--- config.mk ---
export PLATFORM = sky130hd
export DESIGN_NAME = pipo_load_arbiter
export DESIGN_NICKNAME = d
export VERILOG_FILES = /design/src/rtl/pipo_load_arbiter.sv
export SDC_FILE = /design/constraint.sdc
export NUM_CORES = 1
export LEC_CHECK = 0
export ABC_AREA = 1
export CAP_MARGIN = 20
export CELL_PAD_IN_SITES_DETAIL_PLACEMENT = 0
export CELL_PAD_IN_SITES_GLOBAL_PLACEMENT = 1
export CORE_MARGIN = 8
export CORE_UTILIZATION = 38
export CTS_CLUSTER_DIAMETER = 150
export DETAILED_ROUTE_END_ITERATION = 10
export GPL_TIMING_DRIVEN = 1
export PLACE_DENSITY = 0.91
export SYNTH_ARGS = -nofsm -noshare
export SYNTH_HDL_FRONTEND = slang
export SYNTH_SLANG_ARGS = --single-unit
--- constraint.sdc ---
create_clock -name clk -period 4.6 [get_ports clk]
set_input_delay 0.46 -clock clk [delete_from_list [all_inputs] [get_ports clk]]
set_output_delay 0.46 -clock clk [all_outputs]
set_load 0.03 [all_outputs]
--- src/rtl/pipo_load_arbiter.sv ---
// rtl/pipo_load_arbiter.sv - four-way arbiter that owns and loads a shared WIDTH-bit PIPO register
// Optional build macro PIPO_ARB_FIXED_PRI_EN: fixed priority (requester 0 highest) instead of round-robin.
module pipo_load_arbiter #(
    parameter int WIDTH       = 4,
    parameter int HOLD_CYCLES = 2
) (
    input  logic                 clk,
    input  logic                 rst,
    input  logic [3:0]           req,
    input  logic [4*WIDTH-1:0]   req_data,
    output logic [3:0]           gnt,
    output logic [WIDTH-1:0]     q,
    output logic                 q_valid,
    output logic [1:0]           owner,
    output logic                 busy
);

    typedef enum logic [1:0] {
        IDLE  = 2'd0,
        GRANT = 2'd1,
        HOLD  = 2'd2
    } state_t;

    localparam logic [7:0] HOLD_LOAD = 8'((HOLD_CYCLES > 0) ? HOLD_CYCLES - 1 : 0);

    state_t     state;
    logic [7:0] hold_cnt;
    logic [1:0] win;

`ifdef PIPO_ARB_FIXED_PRI_EN
    // Descending scan so the lowest active index is the last one written.
    always_comb begin
        win = 2'd0;
        for (int i = 3; i >= 0; i--) begin
            if (req[i]) begin
                win = 2'(i);
            end
        end
    end
`else
    logic [1:0] ptr;
    logic [1:0] cand;

    // Scan offsets from the far end back to the pointer so the nearest request wins.
    always_comb begin
        win  = ptr;
        cand = ptr;
        for (int i = 3; i >= 0; i--) begin
            cand = ptr + 2'(i);
            if (req[cand]) begin
                win = cand;
            end
        end
    end
`endif

    always_ff @(posedge clk or negedge rst) begin
        if (!rst) begin
            state    <= IDLE;
            hold_cnt <= 8'd0;
            gnt      <= 4'd0;
            q        <= '0;
            q_valid  <= 1'b0;
            owner    <= 2'd0;
            busy     <= 1'b0;
`ifndef PIPO_ARB_FIXED_PRI_EN
            ptr      <= 2'd0;
`endif
        end else begin
            case (state)
                IDLE: begin
                    gnt <= 4'd0;
                    if (|req) begin
                        q       <= req_data[win*WIDTH +: WIDTH];
                        gnt     <= 4'b0001 << win;
                        owner   <= win;
                        q_valid <= 1'b1;
                        busy    <= 1'b1;
`ifndef PIPO_ARB_FIXED_PRI_EN
                        ptr     <= win + 2'd1;
`endif
                        state   <= GRANT;
                    end
                end
                GRANT: begin
                    gnt <= 4'd0;
                    if (HOLD_CYCLES == 0) begin
                        state <= IDLE;
                        busy  <= 1'b0;
                    end else begin
                        state    <= HOLD;
                        hold_cnt <= HOLD_LOAD;
                    end
                end
                HOLD: begin
                    gnt <= 4'd0;
                    if (hold_cnt == 8'd0) begin
                        state <= IDLE;
                        busy  <= 1'b0;
                    end else begin
                        hold_cnt <= hold_cnt - 8'd1;
                    end
                end
                default: begin
                    state <= IDLE;
                    gnt   <= 4'd0;
                    busy  <= 1'b0;
                end
            endcase
        end
    end

endmodule
# == Word level (Yosys, flattened, before mapping) ==
# Cells that the tools add are included.
# classes
n_reduce_logical,8
shifts,2
n_bitwise,1
n_addsub,5
n_lt_le_gt_ge,4
mux,22
eq_ne,5
# op_table
op,n
one-hot mux 8 bit (2 select lines),1
indexed part select 16 x 5 -> 4 bit,1
less-than comparator 2 x 3 -> 1 bit (second input constant),4
2-to-1 mux 2 bit,6
binary-select mux 1 bit (select 2 bit),4
zero test 8 bit,1
2-to-1 mux 4 bit,2
2-to-1 mux 8 bit,1
subtractor 8 x 1 -> 8 bit (second input constant),1
2-to-1 mux 1 bit,6
!= test 2 bit (second input constant),3
one-hot mux 2 bit (3 select lines),1
AND reduction 2 bit,3
adder 2 x 1 -> 2 bit (second input constant),2
adder 2 bit (second input constant),2
OR reduction 4 bit,1
<< shifter 1 x 2 -> 4 bit (first input constant),1
one-hot mux 1 bit (3 select lines),1
AND reduction 3 bit,1
equality test 2 x 1 -> 1 bit (second input constant),1
equality test 2 bit (second input constant),1
zero test 2 bit,1
nonzero test 2 bit,1
NOT 1 bit,1
# totals
elab_cells,55
register_bits,24

# == Longest topological paths before layout ==
# logic_depth
word_depth,10
depth_mapped,14
ltp_nobuf,14

# == Least setup slack after synthesis ==
# OpenSTA, ideal clock, no wires.
# synth_path
path_kind,in2reg
startpoint,input port req[1]
endpoint,register q[0]
arrival_ns,1.372
setup_ns,0.117
setup_slack_ns,3.111
t_required_ns,4.483
cell_stages,14
path_buffers,0
path_cell_list,inv_1 nand2_1 nand3_1 nand2_1 inv_1 nand2_1 nand2_4 nand2_4 nand2_4 nand2_4 nand2_1 nand3_1 nand3_1 nand2_1
# synth_via
elab_chain_cells,7
elab_cells_between_ends,15
classes_between,shift (1); mux (12); reduce/logical (2)
# synth_rtl
item,line_no,text
"start, declared",9,"input logic [3:0] req,"
binary-select mux 1 bit (select 2 bit),50,if (req[cand]) begin
2-to-1 mux 1 bit (implied by the code),50,
2-to-1 mux 2 bit (4 in a row),50,
indexed part select 16 x 5 -> 4 bit,74,q <= req_data[win*WIDTH +: WIDTH];
"end signal, assigned",74,
"end, declared",12,"output logic [WIDTH-1:0] q,"
# Several ways; a longest one is shown, not always the timed one. The select of a mux whose other input is x is not followed.
# A chain may end at the register's enable or synchronous reset.

# == Worst setup path in the final report ==
# layout_path
startpoint,input port req[3]
endpoint,register ptr[1]
# layout_via
elab_chain_cells,7
elab_cells_between_ends,15
classes_between,add/sub (1); mux (12); reduce/logical (2)
# layout_rtl
item,line_no,text
binary-select mux 1 bit (select 2 bit),50,
2-to-1 mux 1 bit (implied by the code),50,
2-to-1 mux 2 bit (4 in a row),50,
adder 2 x 1 -> 2 bit,80,ptr <= win + 2'd1;
"end signal, assigned",80,
"end, declared",41,logic [1:0] ptr;
# Several ways; a longest one is shown, not always the timed one. The select of a mux whose other input is x is not followed.

==> results.json <==
{
  "fin_crit_ns": 2.22,
  "stdcell_count": 259,
  "r2r-start": "state[0]",
  "cts_hold_buf": 0,
  "clock_sinks": 24,
  "cts.htree.levels": 1,
  "required_ns": 4.83,
  "hp-class": "primary input to async pin",
  "n_fill_cell": 376,
  "portBuffers": 33,
  "vias_per_cell": 4.76,
  "power.density_mw_per_mm2": 741,
  "r2r_cells": 7,
  "critPathArrivalTime_ns": 2.44,
  "grt_pass1_wl_um": 5530,
  "crit_type": "primary input to register",
  "skew_ns": 0.0128,
  "tightest_slew_ns": 0.731,
  "synth.top_cell.area_share_pct": 43.9,
  "critPathCaptureType": "register",
  "synth_area_mm2": 0.00137,
  "post-cts-setup-buffer-count": 0,
  "grt_usage_pct": 11.2,
  "multi_input_area_um2": 666,
  "regArea_um2": 601,
  "drt-wirelength-per-cell_um": 12.2,
  "rsz0062_at_grt": "no",
  "timing.rr.end": "ptr[1]",
  "post_cts_resized": 0,
  "initial_core_util_pct": 38.5,
  "ir_drop_mv": 0.308,
  "ys_ff_latch": 24,
  "cts_tree": "yes",
  "synth_cells": 176,
  "synth_area_leaders": "dfrtp_1, nand3_1, nand2_1",
  "detail-route-antenna-nets": 0,
  "fp.dieW_um": 76.0,
  "ys_warn_count": 0,
  "crit_path_start_kind": "primary input",
  "power.total_w": 0.00133,
  "clock_path_buffers": 2,
  "cp_max_fo": 11,
  "synth_largest_area_cell": "dfrtp_1",
  "grt_start_max_net_pins": 25,
  "clk-insertion-delay-late_ns": 0.31,
  "reg2reg_slack_ns": 2.53,
  "cts_made_buffers": 3,
  "drt_drc_violations_left": 0,
  "syn_area_per_cell_um2": 7.78,
  "antenna_found_initial": 0,
  "diodes": 0,
  "yosysSeqAreaShare_pct": 43.9,
  "gp_congestion": 0.839,
  "cellLeakagePower_nw": 0.865,
  "rows": 22,
  "status": "completed",
  "ys_types": 29,
  "relSlewSlack_pct": 51.1,
  "syn2layout_area_growth_pct": 31.0,
  "maxSlewViolCount": 0,
  "setup.worst_path.start": "req[3]",
  "fin_util_pct": 50.5,
  "drt-initial-drc-count": 63,
  "period_share_pct": 48.2,
  "hold_viol": 0,
  "hpwlAfterDp_um": 2490,
  "die_area_mm2": 0.00578,
  "io_pins": 34,
  "setup_viol": 0,
  "drv_cap": 0,
  "drive_gt1_share_pct": 8.53,
  "grt_overflow_total": 0,
  "finalSetupTns_ns": 0,
  "dr.pass1.iters": 4,
  "wirelength_um": 3150,
  "clkTransAtPathRegs_ns": 0.13,
  "max_clock_freq_ghz": 0.451,
  "placed_cells": 255,
  "num_vias": 1232,
  "cts-root-buf": "clkbuf_4",
  "syn_nets": 200,
  "final_nets": 237,
  "die_y_um": 76.0,
  "core_mm2": 0.00355,
  "grt_pass1_vias": 1215
}
area by class of cell:
type | count | share of cell area [%]
Inverter | 23 | 4.82
Sequential cell | 24 | 33.5
Tap cell | 48 | 3.35
Multi-Input combinational cell | 127 | 37.1
Clock buffer | 3 | 1.26
Timing Repair Buffer | 34 | 20.0
layout by cell type, fill, tap and decap left out, drive strengths merged, types with 2 or more instances in the layout:
cell type and count:
nand3 38, nor4 2, o211ai 2, nor2 10, nand2 52, ha 2
a21oi 2, o21ai 7, clkbuf 3, o22ai 3, clkdlybuf4s50 33, dfrtp 24
xor2 3, inv 22
registers in the layout, indices dropped and copies added, names as in the netlist:
| register | count |
|---|---|
| hold_cnt | 8 |
| gnt | 4 |
| q | 4 |
| owner | 2 |
| ptr | 2 |
| state | 2 |
| busy | 1 |
| q_valid | 1 |
layer usage:
| metal | wire length, um | GRT usage (%) | up-vias | share of wire [%] |
|---|---|---|---|---|
| met1 | 1510 | 14.2 | 552 | 48 |
| met4 | 27 | 4.71 | 0 | 0.86 |
| met3 | 172 | 2.95 | 2 | 5.5 |
| met5 | 0 | 0 | - | 0 |
| li1 | - | - | 653 | - |
| met2 | 1440 | 17.2 | 25 | 46 |
kinds of logic after synthesis:
| family | count (synthesis) | share of synthesized area, % |
|---|---|---|
| flip-flops | 24 | 43.9 |
| AO/OA/AOI/OAI | 16 | 7.40 |
| XOR/XNOR | 3 | 1.92 |
| adder cells (fa/ha/maj) | 2 | 1.83 |
| buffers and inverters | 25 | 7.49 |
| multiplexers | 1 | 0.731 |
| AND/OR/NAND/NOR | 105 | 36.7 |
worst max path at each step:
stage | slack, ns | endpoint | depth (start not counted)
floorplan | 3.11 | q[0] | 14
global placement | 2.19 | ptr[1] | 7
detailed placement | 2.09 | ptr[1] | 7
CTS | 2.40 | ptr[1] | 7
global route | 2.22 | ptr[1] | 7
finish | 2.38 | ptr[1] | 7
report_power, final:
group / internal [W] / leakage [nW] / switching, W / total [W]
clock: 0.0000305 / 0.0138 / 0.0000576 / 0.0000882
sequential: 0.000300 / 0.302 / 0.0000701 / 0.000371
combinational: 0.000311 / 0.550 / 0.000558 / 0.000869
total: 0.000642 / 0.865 / 0.000686 / 0.00133
cell usage after synthesis:
library cell	n
o21ai_2	1
o211ai_2	1
o22ai_1	3
o21ai_0	4
a31oi_1	1
nand2_1	46
nor2_1	9
nand2_2	2
or2_2	1
xor2_1	3
buf_6	1
a21oi_1	2
mux2i_1	1
nand3_1	37
o21ai_1	2
o211ai_1	1
ha_1	2
nand3_4	1
inv_1	19
nor3_1	1
dfrtp_1	24
nand2_4	4
nand4_1	1
nor2_2	1
o31ai_1	1
inv_2	3
nor4_1	2
clkinv_1	1
buf_2	1
critical path, stage by stage:
cell and delay [ns]:
clkdlybuf4s50_1 0.51, nor4_1 0.08, nor2_1 0.56, clkinv_1 0.45, nor2_2 0.22, nand2_1 0.09, o211ai_2 0.06
metrics by stage:
stage               hold slack (ns)  setup WS (ns)  area, um2
finish                        0.356           2.38       1790
global route                  0.345           2.22       1790
floorplan                     0.164           3.11       1370
detailed placement            0.471           2.09       1740
CTS                           0.489           2.40       1770
global placement              0.466           2.19       1740
Power figures use the tool's default switching activity.
